## config.mk

```make
export PLATFORM = sky130hd
export DESIGN_NAME = pkt_proc_enq_arbiter
export DESIGN_NICKNAME = d
export VERILOG_FILES = /design/src/rtl/pkt_proc_arb_pkg.sv /design/src/rtl/pkt_proc_rr_picker.sv /design/src/rtl/pkt_proc_enq_arbiter.sv
export SDC_FILE = /design/constraint.sdc
export NUM_CORES = 1
export LEC_CHECK = 0
export BUFFER_PORTS_ARGS = -buffer_cell sky130_fd_sc_hd__buf_2
export CELL_PAD_IN_SITES_DETAIL_PLACEMENT = 1
export CELL_PAD_IN_SITES_GLOBAL_PLACEMENT = 1
export CORE_MARGIN = 2
export CORE_UTILIZATION = 34
export DETAILED_ROUTE_END_ITERATION = 7
export GPL_TIMING_DRIVEN = 1
export HOLD_SLACK_MARGIN = 0.1
export PLACE_DENSITY_LB_ADDON = 0.08
export SYNTH_ARGS = -nofsm -noshare
export SYNTH_HDL_FRONTEND = slang
export SYNTH_SLANG_ARGS = --single-unit
export TNS_END_PERCENT = 30
```

## constraint.sdc

```tcl
create_clock -name pck_proc_int_mem_fsm_clk -period 3.7 [get_ports pck_proc_int_mem_fsm_clk]
set_input_delay 0.555 -clock pck_proc_int_mem_fsm_clk [delete_from_list [all_inputs] [get_ports pck_proc_int_mem_fsm_clk]]
set_output_delay 0.555 -clock pck_proc_int_mem_fsm_clk [all_outputs]
set_load 0.01 [all_outputs]
```

## src/rtl/pkt_proc_arb_pkg.sv

```systemverilog
`default_nettype none
// ---------------------------------------------------------------------------
// pkt_proc_arb_pkg : shared widths and FSM encoding for the enqueue arbiter
// Revision 1.0
// ---------------------------------------------------------------------------
package pkt_proc_arb_pkg;

  localparam int DATA_W = 32;
  localparam int LEN_W  = 12;
  localparam int LVL_W  = 15;
  localparam int STAT_W = 16;

  typedef enum logic [1:0] {
    IDLE       = 2'd0,
    WAIT_SPACE = 2'd1,
    XFER       = 2'd2
  } state_e;

endpackage
`default_nettype wire

```

## src/rtl/pkt_proc_rr_picker.sv

```systemverilog
`default_nettype none
// ---------------------------------------------------------------------------
// pkt_proc_rr_picker : rotating-priority find-first, search starts at ptr
// Revision 1.0
// ---------------------------------------------------------------------------
module pkt_proc_rr_picker #(
  parameter int N     = 4,
  parameter int IDX_W = $clog2(N)
) (
  input  logic [N-1:0]     req,
  input  logic [IDX_W-1:0] ptr,
  output logic [N-1:0]     onehot,
  output logic [IDX_W-1:0] idx,
  output logic             any
);

  always_comb begin
    int j;
    j      = 0;
    onehot = '0;
    idx    = '0;
    any    = 1'b0;
    for (int k = 0; k < N; k++) begin
      j = int'(ptr) + k;
      if (j >= N) j = j - N;
      if (!any && req[j]) begin
        any       = 1'b1;
        onehot[j] = 1'b1;
        idx       = IDX_W'(j);
      end
    end
  end

endmodule
`default_nettype wire

```

## src/rtl/pkt_proc_enq_arbiter.sv

```systemverilog
`default_nettype none
// ---------------------------------------------------------------------------
// pkt_proc_enq_arbiter : packet-atomic round-robin arbiter for the processor
// enqueue port; optional per-source packet counters under PKT_ARB_STATS_EN.
// Revision 1.0
// ---------------------------------------------------------------------------
module pkt_proc_enq_arbiter
  import pkt_proc_arb_pkg::*;
#(
  parameter int NUM_REQ    = 4,
  parameter int FIFO_DEPTH = 16384,
  parameter int LVL_LAG    = 2
) (
  input  logic                        pck_proc_int_mem_fsm_clk,
  input  logic                        pck_proc_int_mem_fsm_rstn,
  input  logic                        pck_proc_int_mem_fsm_sw_rstn,
  input  logic [NUM_REQ-1:0]          req_valid,
  input  logic [NUM_REQ-1:0]          req_sop,
  input  logic [NUM_REQ-1:0]          req_eop,
  input  logic [NUM_REQ*DATA_W-1:0]   req_data,
  input  logic [NUM_REQ*LEN_W-1:0]    req_len,
  output logic [NUM_REQ-1:0]          req_ready,
  input  logic [LVL_W-1:0]            pck_proc_wr_lvl,
  output logic                        enq_req,
  output logic                        in_sop,
  output logic                        in_eop,
  output logic [DATA_W-1:0]           wr_data_i,
  output logic                        pck_len_valid,
  output logic [LEN_W-1:0]            pck_len_i,
  output logic [$clog2(NUM_REQ)-1:0]  grant_id,
  output logic                        err_len,
  output logic [NUM_REQ*STAT_W-1:0]   stat_pkt_cnt
);

  localparam int          IDX_W   = $clog2(NUM_REQ);
  localparam logic [15:0] DEPTH_C = 16'(FIFO_DEPTH);
  localparam logic [15:0] LAG_C   = 16'(LVL_LAG);

  logic                clk;
  logic                rstn;
  logic                sw_rstn;
  assign clk     = pck_proc_int_mem_fsm_clk;
  assign rstn    = pck_proc_int_mem_fsm_rstn;
  assign sw_rstn = pck_proc_int_mem_fsm_sw_rstn;

  logic [DATA_W-1:0] data_arr [NUM_REQ];
  logic [LEN_W-1:0]  len_arr  [NUM_REQ];

  for (genvar g = 0; g < NUM_REQ; g++) begin : g_unpack
    assign data_arr[g] = req_data[g*DATA_W +: DATA_W];
    assign len_arr[g]  = req_len[g*LEN_W +: LEN_W];
  end

  state_e               state_q, state_d;
  logic [IDX_W-1:0]     rr_ptr_q, rr_ptr_d;
  logic [IDX_W-1:0]     grant_q, grant_d;
  logic [NUM_REQ-1:0]   grant_oh_q, grant_oh_d;
  logic [LEN_W-1:0]     len_q, len_d;
  logic [LEN_W-1:0]     cnt_q, cnt_d;
  logic                 enq_req_q, enq_req_d;
  logic                 in_sop_q, in_sop_d;
  logic                 in_eop_q, in_eop_d;
  logic [DATA_W-1:0]    wr_data_q, wr_data_d;
  logic                 pck_len_valid_q, pck_len_valid_d;
  logic [LEN_W-1:0]     pck_len_q, pck_len_d;
  logic                 err_len_q, err_len_d;

  logic [NUM_REQ-1:0]   cand;
  logic [NUM_REQ-1:0]   pick_oh;
  logic [IDX_W-1:0]     pick_idx;
  logic                 pick_any;

  assign cand = req_valid & req_sop;

  pkt_proc_rr_picker #(
    .N     (NUM_REQ),
    .IDX_W (IDX_W)
  ) u_picker (
    .req    (cand),
    .ptr    (rr_ptr_q),
    .onehot (pick_oh),
    .idx    (pick_idx),
    .any    (pick_any)
  );

  logic [NUM_REQ-1:0] hs_vec;
  logic               xfer_hs;
  logic               sop_hs;
  logic               eop_hs;
  logic [LEN_W:0]     words_seen;
  logic [15:0]        free_words;
  logic [15:0]        need_words;
  logic [IDX_W-1:0]   rr_next;

  assign req_ready  = (state_q == XFER) ? grant_oh_q : '0;
  assign hs_vec     = req_valid & req_ready;
  assign xfer_hs    = |hs_vec;
  assign sop_hs     = |(hs_vec & req_sop);
  assign eop_hs     = |(hs_vec & req_eop);
  assign words_seen = {1'b0, cnt_q} + 1'b1;
  // wr_lvl never exceeds the depth, so this subtraction cannot wrap.
  assign free_words = DEPTH_C - {1'b0, pck_proc_wr_lvl};
  assign need_words = {{(16-LEN_W){1'b0}}, len_q} + LAG_C;
  assign rr_next    = (grant_q == IDX_W'(NUM_REQ - 1)) ? '0 : grant_q + 1'b1;

  always_comb begin
    state_d         = state_q;
    rr_ptr_d        = rr_ptr_q;
    grant_d         = grant_q;
    grant_oh_d      = grant_oh_q;
    len_d           = len_q;
    cnt_d           = cnt_q;
    enq_req_d       = xfer_hs;
    in_sop_d        = sop_hs;
    in_eop_d        = eop_hs;
    pck_len_valid_d = sop_hs;
    wr_data_d       = xfer_hs ? data_arr[grant_q] : wr_data_q;
    pck_len_d       = xfer_hs ? len_q : pck_len_q;
    err_len_d       = eop_hs && (words_seen != {1'b0, len_q});

    case (state_q)
      IDLE: begin
        if (pick_any) begin
          grant_d    = pick_idx;
          grant_oh_d = pick_oh;
          len_d      = len_arr[pick_idx];
          cnt_d      = '0;
          state_d    = WAIT_SPACE;
        end
      end
      WAIT_SPACE: begin
        // Holding the grant here keeps long packets from being starved.
        if (free_words >= need_words) state_d = XFER;
      end
      XFER: begin
        if (xfer_hs) cnt_d = cnt_q + 1'b1;
        if (eop_hs) begin
          state_d  = IDLE;
          rr_ptr_d = rr_next;
        end
      end
      default: state_d = IDLE;
    endcase

    if (!sw_rstn) begin
      state_d         = IDLE;
      rr_ptr_d        = '0;
      grant_d         = '0;
      grant_oh_d      = '0;
      len_d           = '0;
      cnt_d           = '0;
      enq_req_d       = 1'b0;
      in_sop_d        = 1'b0;
      in_eop_d        = 1'b0;
      pck_len_valid_d = 1'b0;
      wr_data_d       = '0;
      pck_len_d       = '0;
      err_len_d       = 1'b0;
    end
  end

  always_ff @(posedge clk or negedge rstn) begin
    if (!rstn) begin
      state_q         <= IDLE;
      rr_ptr_q        <= '0;
      grant_q         <= '0;
      grant_oh_q      <= '0;
      len_q           <= '0;
      cnt_q           <= '0;
      enq_req_q       <= 1'b0;
      in_sop_q        <= 1'b0;
      in_eop_q        <= 1'b0;
      pck_len_valid_q <= 1'b0;
      wr_data_q       <= '0;
      pck_len_q       <= '0;
      err_len_q       <= 1'b0;
    end else begin
      state_q         <= state_d;
      rr_ptr_q        <= rr_ptr_d;
      grant_q         <= grant_d;
      grant_oh_q      <= grant_oh_d;
      len_q           <= len_d;
      cnt_q           <= cnt_d;
      enq_req_q       <= enq_req_d;
      in_sop_q        <= in_sop_d;
      in_eop_q        <= in_eop_d;
      pck_len_valid_q <= pck_len_valid_d;
      wr_data_q       <= wr_data_d;
      pck_len_q       <= pck_len_d;
      err_len_q       <= err_len_d;
    end
  end

  assign enq_req       = enq_req_q;
  assign in_sop        = in_sop_q;
  assign in_eop        = in_eop_q;
  assign wr_data_i     = wr_data_q;
  assign pck_len_valid = pck_len_valid_q;
  assign pck_len_i     = pck_len_q;
  assign grant_id      = grant_q;
  assign err_len       = err_len_q;

`ifdef PKT_ARB_STATS_EN
  for (genvar g = 0; g < NUM_REQ; g++) begin : g_stats
    logic [STAT_W-1:0] pkt_cnt_q, pkt_cnt_d;

    always_comb begin
      pkt_cnt_d = pkt_cnt_q;
      if (eop_hs && (grant_q == IDX_W'(g)) && (pkt_cnt_q != '1))
        pkt_cnt_d = pkt_cnt_q + 1'b1;
      if (!sw_rstn) pkt_cnt_d = '0;
    end

    always_ff @(posedge clk or negedge rstn) begin
      if (!rstn) pkt_cnt_q <= '0;
      else       pkt_cnt_q <= pkt_cnt_d;
    end

    assign stat_pkt_cnt[g*STAT_W +: STAT_W] = pkt_cnt_q;
  end
`else
  assign stat_pkt_cnt = '0;
`endif

endmodule
`default_nettype wire
```

; ---- Yosys cells after proc, flatten, opt, wreduce, memory -nomap -nowiden
; Cells that the tools add are included.
[word_totals]
register_bits = 82
out_inout_bits = 119
wordCells = 154
[op_classes]
addsub = 12
magnitude_cmp = 15
eq_ne = 14
n_mux = 73
n_bitwise = 9
n_reduce_logical = 19
[ops]
columns = cell, n
row1 = 2-to-1 mux 32 bit, 8
row2 = ">= comparator 32 x 1 -> 1 bit, second input constant", 4
row3 = "less-than comparator 32 x 4 -> 1 bit, second input constant", 4
row4 = 2-to-1 mux 12 bit, 10
row5 = ">= comparator 32 x 4 -> 1 bit, second input constant", 3
row6 = "subtractor 32 x 4 -> 32 bit, second input constant", 3
row7 = binary-select mux 32 bit (select 2 bit), 1
row8 = 2-to-1 mux 4 bit, 8
row9 = 2-to-1 mux 2 bit, 15
row10 = binary-select mux 12 bit (select 2 bit), 1
row11 = one-hot mux 12 bit (2 select lines), 1
row12 = 2-to-1 mux 1 bit, 20
row13 = bitwise AND 4 bit, 4
row14 = >= comparator 16 x 13 -> 1 bit, 1
row15 = "subtractor 15 x 15 -> 16 bit, first input constant", 1
row16 = "adder 12 x 1 -> 13 bit, second input constant", 1
row17 = "adder 12 x 2 -> 13 bit, second input constant", 1
row18 = != test 13 x 12 -> 1 bit, 1
row19 = "adder 12 x 1 -> 12 bit, second input constant", 1
row20 = "!= test 3 bit, second input constant", 4
row21 = bitwise OR 4 bit, 3
row22 = OR reduction 4 bit, 3
row23 = "!= test 2 x 1 -> 1 bit, second input constant", 5
row24 = binary-select mux 1 bit (select 2 bit), 4
row25 = other kinds (17), 35

; ---- Longest topological paths before layout
[logic_depth]
word_depth = 22
ltp_mapped = 12

; ---- Modules after synthesis
; A second synthesis with hierarchy kept.
[hier_totals]
hier_cells = 662
hier_area_um2 = 6646.4
[by_module_without_submodules]
columns = module, instances, cells_each, area_each_um2, seq_area_each_um2
row1 = pkt_proc_enq_arbiter, 1, 614, 6187.2, 2052.0
row2 = pkt_proc_rr_picker, 1, 48, 459.2, 0.0

; ---- Least setup slack after synthesis
; No wires, ideal clock.
[synth_path]
path_type = register to register
from = reg rr_ptr_q[0]
to = reg len_q[2]
setup_time_ns = 0.104
arrival_time_ns = 2.776
slack_ns = 0.821
path_stages_with_launch = 10
path_buffers = 1
period_less_slack_ns = 2.879
path_cell_list = dfrtp_1 > inv_1 > ha_1 > inv_1 > mux4_2 > mux2_4 > o32a_2 > buf_6 > or3_1 > o311ai_1
[synth_via]
elab_chain_len = 22
elab_cells_between_ends = 50
classes_between = add/sub (7) / order compare (4) / eq/ne (1) / mux (30) / bitwise (1) / reduce/logical (7)
[synth_lines]
columns = element, line_no
row1 = from (decl), pkt_proc_enq_arbiter.sv:55  ; logic [IDX_W-1:0] rr_ptr_q, rr_ptr_d;
row2 = from (signal assigned), pkt_proc_enq_arbiter.sv:179  ; rr_ptr_q <= rr_ptr_d;
row3 = "parallel branches: the longest is 22 deep, another holds subtractor 32 x 4 -> 32 bit", -
row4 = to (signal assigned), pkt_proc_enq_arbiter.sv:182  ; len_q <= len_d;
row5 = to (decl), pkt_proc_enq_arbiter.sv:58  ; logic [LEN_W-1:0] len_q, len_d;
; Parallel ways; which one is timed is not known. The select of a mux whose other input is x is not followed.
; A chain may end at the register's enable or synchronous reset.

; ---- Worst setup path after layout
[layout_path]
from = reg rr_ptr_q[1]
to = reg len_q[4]
; Same word-level chain as after synthesis.

==> summary.md <==
| Metric | Value |
|---|---|
| Mean area per synthesized cell | `9.27 µm²` |
| Hold crit path type | `primary input to async pin` |
| Post-synthesis mux area share | `16.2%` |
| Worst-path clk slew | `0.06 ns` |
| Slew @ Worst Pin | `0.957 ns` |
| Layout Cells excl Fill | `1,215` |
| Grt met3 use | `3.59%` |
| Longest Clk Path Bufs | `2` |
| Final min period | `2.94 ns` |
| Adder-Cell Fraction of Synth Area | `4.75%` |
| Leakage | `3.98 nW` |
| WL final | `between 20,000 and 25,000 µm` |
| Critical Path Sink Type | `register` |
| Total CTS buffers | `9` |
| Routability cong. | `0.861` |
| Post-CTS Setup Repair Bufs | `0` |
| Simple-gate portion of the synthesized area | `between 10% and 20%` |
| Largest family of logic cells by synthesized area | `simple AND/OR/NAND/NOR gates` |
| Largest net degree at the start of global routing | `47` |
| Number of vias per cell | `4.97` |
| Starting Density | `34.9%` |
| Die area | `0.0205 mm²` |
| Place WS | `~0.67 ns` |
| Synth Register Bits | `between 80 and 90` |
| FF-to-FF path depth | `8` |
| Final setup TNS | `0 ns` |
| HPWL Detailed | `about 17,000 µm` |
| PwrDens | `329 mW/mm²` |
| Post-synth EDFFs | `0` |
| Core Area | `0.0188 mm²` |
| Initial drt markers | `247` |
| Cells after Synth | `710` |
| Final core occ | `between 40% and 50%` |
| Met2 Resource Use GR | `32.9%` |
| Setup ws final | `0.759 ns` |
| Yosys warnings | `0` |
| Most frequent cell after synthesis | `nand2_1` |
| Final setup violation count | `0` |
| First-pass GRT wire length | `roughly 32,000 µm` |
| Reg2Reg Setup Slack | `0.76 ns` |
| Status | `finished clean` |
| Startpoint types | `register` |
| Ports | `325` |
| Fin crit share | `approximately four fifths` |
| Cell taking the most area after synthesis | `dfrtp_1` |
| Worst EP arrival | `between 3 and 4 ns` |
| Drt wl/cell | `17.7 µm` |
| Residual DRC count | `0` |
| M1 GR Usage | `around 29%` |
| GR Overflow Total | `0` |
| Yosys top cell area share | `31.2%` |
| Worst Path Required | `3.93 ns` |
| H-tree levels | `3` |
| CTS Hold Bufs | `0` |
| Vias in the first global route | `6,042` |
| Port bufs | `260` |
| Sequential share of the synthesized area | `31.2%` |
| Worst Setup EP | `len_q[4]$_DFFE_PN0P_` |
| Peak supply drop | `0.221 mV` |
| Area delta synth->final | `25.1%` |
| Busiest grt layer | `met2` |
| Clock skew | `0.00317 ns` |
| RSZ-0062 raised after global routing | `no` |
| FF-to-FF End | `len_q[4]$_DFFE_PN0P_` |
| Fmax | `0.340 GHz` |
| Post-placement cell count | `1,199` |
| Via count | `6,038` |
| CTS tree | `yes` |
| CP Launch Point | `rr_ptr_q[1]$_DFFE_PN0P_` |
| 1st-pass router iterations | `4` |
| Row cnt | `50` |
| Top post-synthesis cells by area | `dfrtp_1 31%, mux4_2 12%, buf_4 7.5%, nand2_1 7.1%, a21boi_0 5.0%` |
| Worst-Skew Late Latency | `0.34 ns` |
| Ant diodes | `0` |
| Post-synth top flop | `dfrtp_1` |
| GR Util All Layers | `20.3%` |
| Worst-path fanout max | `13` |
| Max_cap viols | `0` |
| Worst slew margin | `36.2%` |
| Slew Viols, Final | `0` |
| Clock sinks | `82` |
| Layout Nets | `1,181` |
| Ys async rst share | `100%` |
| Layout cell share with drive strength beyond 1 | `34.9%` |
| Chip height | `143 µm` |
| Initial antenna violation count | `0` |
| Worst r2r src | `rr_ptr_q[1]$_DFFE_PN0P_` |
| Commonest cells post-synth | `125 x nand2_1, 82 x dfrtp_1, 66 x buf_4, 44 x a21boi_0, 34 x mux4_2` |
| Synth Area in Compound Gates | `between 10% and 20%` |
| Cell variety after synth | `62` |
| CTS resizes | `0` |
| ANT nets after route | `0` |
| Die width | `143 µm` |
| Fin. Hold Viols | `0` |
| Worst hold margin | `0.231 ns` |
| CP Class | `register to register` |
| Root Buffer | `clkbuf_16` |
| Xor-xnor portion of the synthesized cell area | `under 10%` |
| Mapped cell area | `roughly 0.0066 mm²` |
[worst min path at each step]
stage                                    startpoint                   endpoint  slack, ns  cells past startpoint
after CTS                 pck_proc_int_mem_fsm_rstn   pck_len_i[1]$_DFFE_PN0P_       0.24                      1
after detailed placement   wr_data_i[2]$_DFFE_PN0P_   wr_data_i[2]$_DFFE_PN0P_       0.52                      2
after global routing      pck_proc_int_mem_fsm_rstn   pck_len_i[5]$_DFFE_PN0P_       0.27                      1
after floorplan           pck_proc_int_mem_fsm_rstn       cnt_q[0]$_DFFE_PN0P_       0.26                      0
after global placement    wr_data_i[10]$_DFFE_PN0P_  wr_data_i[10]$_DFFE_PN0P_       0.52                      2
final                     pck_proc_int_mem_fsm_rstn   pck_len_i[5]$_DFFE_PN0P_       0.23                      1
[state kept, by name, indices dropped and copies added (netlist names)]
register       count
pck_len_valid      1
len_q             12
cnt_q             12
enq_req            1
err_len            1
pck_len_i         12
grant_id           2
in_eop             1
rr_ptr_q           2
grant_oh_q         4
wr_data_i         32
state_q            2
[final cells by class]
type / count / area (µm²)
clock buffers: 12 / 246
inverters: 9 / 33.8
flip-flops and latches: 82 / 2050
clock inverters: 4 / 75.1
multi-input cells: 572 / 4080
repair buffers: 276 / 1420
well taps: 260 / 325
fillers: 2275 / 10600
[report_power, final]
part           internal, W  switching (W)
Combinational     0.000328       0.000367
Clock             0.000610       0.000362
Sequential        0.000943      0.0000977
Total              0.00188       0.000827
[cells in the final DEF, fill, tap and decap left out, types with 5 or more instances in the layout]
| cell type | count |
|---|---|
| ha_1 | 25 |
| nor2_1 | 26 |
| o31ai_1 | 5 |
| nor3_1 | 8 |
| and2_1 | 14 |
| or3_1 | 14 |
| buf_4 | 17 |
| buf_2 | 259 |
| a31oi_1 | 6 |
| mux2i_1 | 26 |
| clkbuf_16 | 9 |
| nand2_1 | 125 |
| conb_1 | 64 |
| nand3_1 | 31 |
| nand3b_1 | 5 |
| a21oi_1 | 11 |
| nand4_1 | 5 |
| dfrtp_1 | 81 |
| o21ai_0 | 14 |
| mux4_2 | 34 |
| xnor2_1 | 19 |
| xor2_1 | 17 |
| a21boi_0 | 44 |
| inv_1 | 9 |
| o311ai_1 | 12 |
| o21ai_1 | 10 |
| and3_1 | 6 |
[cell families after synthesis]
| logic type | Yosys count |
|---|---|
| AO/OA/AOI/OAI | 132 |
| XOR/XNOR | 36 |
| adder cells (fa/ha/maj) | 25 |
| buffers and inverters | 119 |
| flip-flops | 82 |
| multiplexers | 63 |
| other | 1 |
| AND/OR/NAND/NOR | 252 |
[worst max-delay path: stages, from the launching register on]
cell and delay (ns):
dfrtp_1 0.50, inv_1 0.20, ha_1 0.37, inv_1 0.11, mux4_2 0.56, mux2_4 0.32, o32a_2 0.29, or3_1 0.38
o311ai_1 0.10
[routing by layer]
| metal | share of wire, % | wire (µm) | up-vias |
|---|---|---|---|
| li1 | - | - | 2912 |
| met1 | 46 | 9840 | 2937 |
| met2 | 49 | 10400 | 179 |
| met3 | 4.7 | 1010 | 10 |
| met4 | 0.77 | 165 | 0 |
| met5 | 0 | 0 | - |
[per-stage QoR]
step | area (µm²) | power, W
after floorplan | 6820 | 0.00151
after global placement | 7910 | 0.00175
after detailed placement | 7910 | 0.00176
after CTS | 8230 | 0.00275
after global routing | 8230 | 0.00287
final | 8230 | 0.00271
No activity file was read; power rests on OpenSTA's default activity.
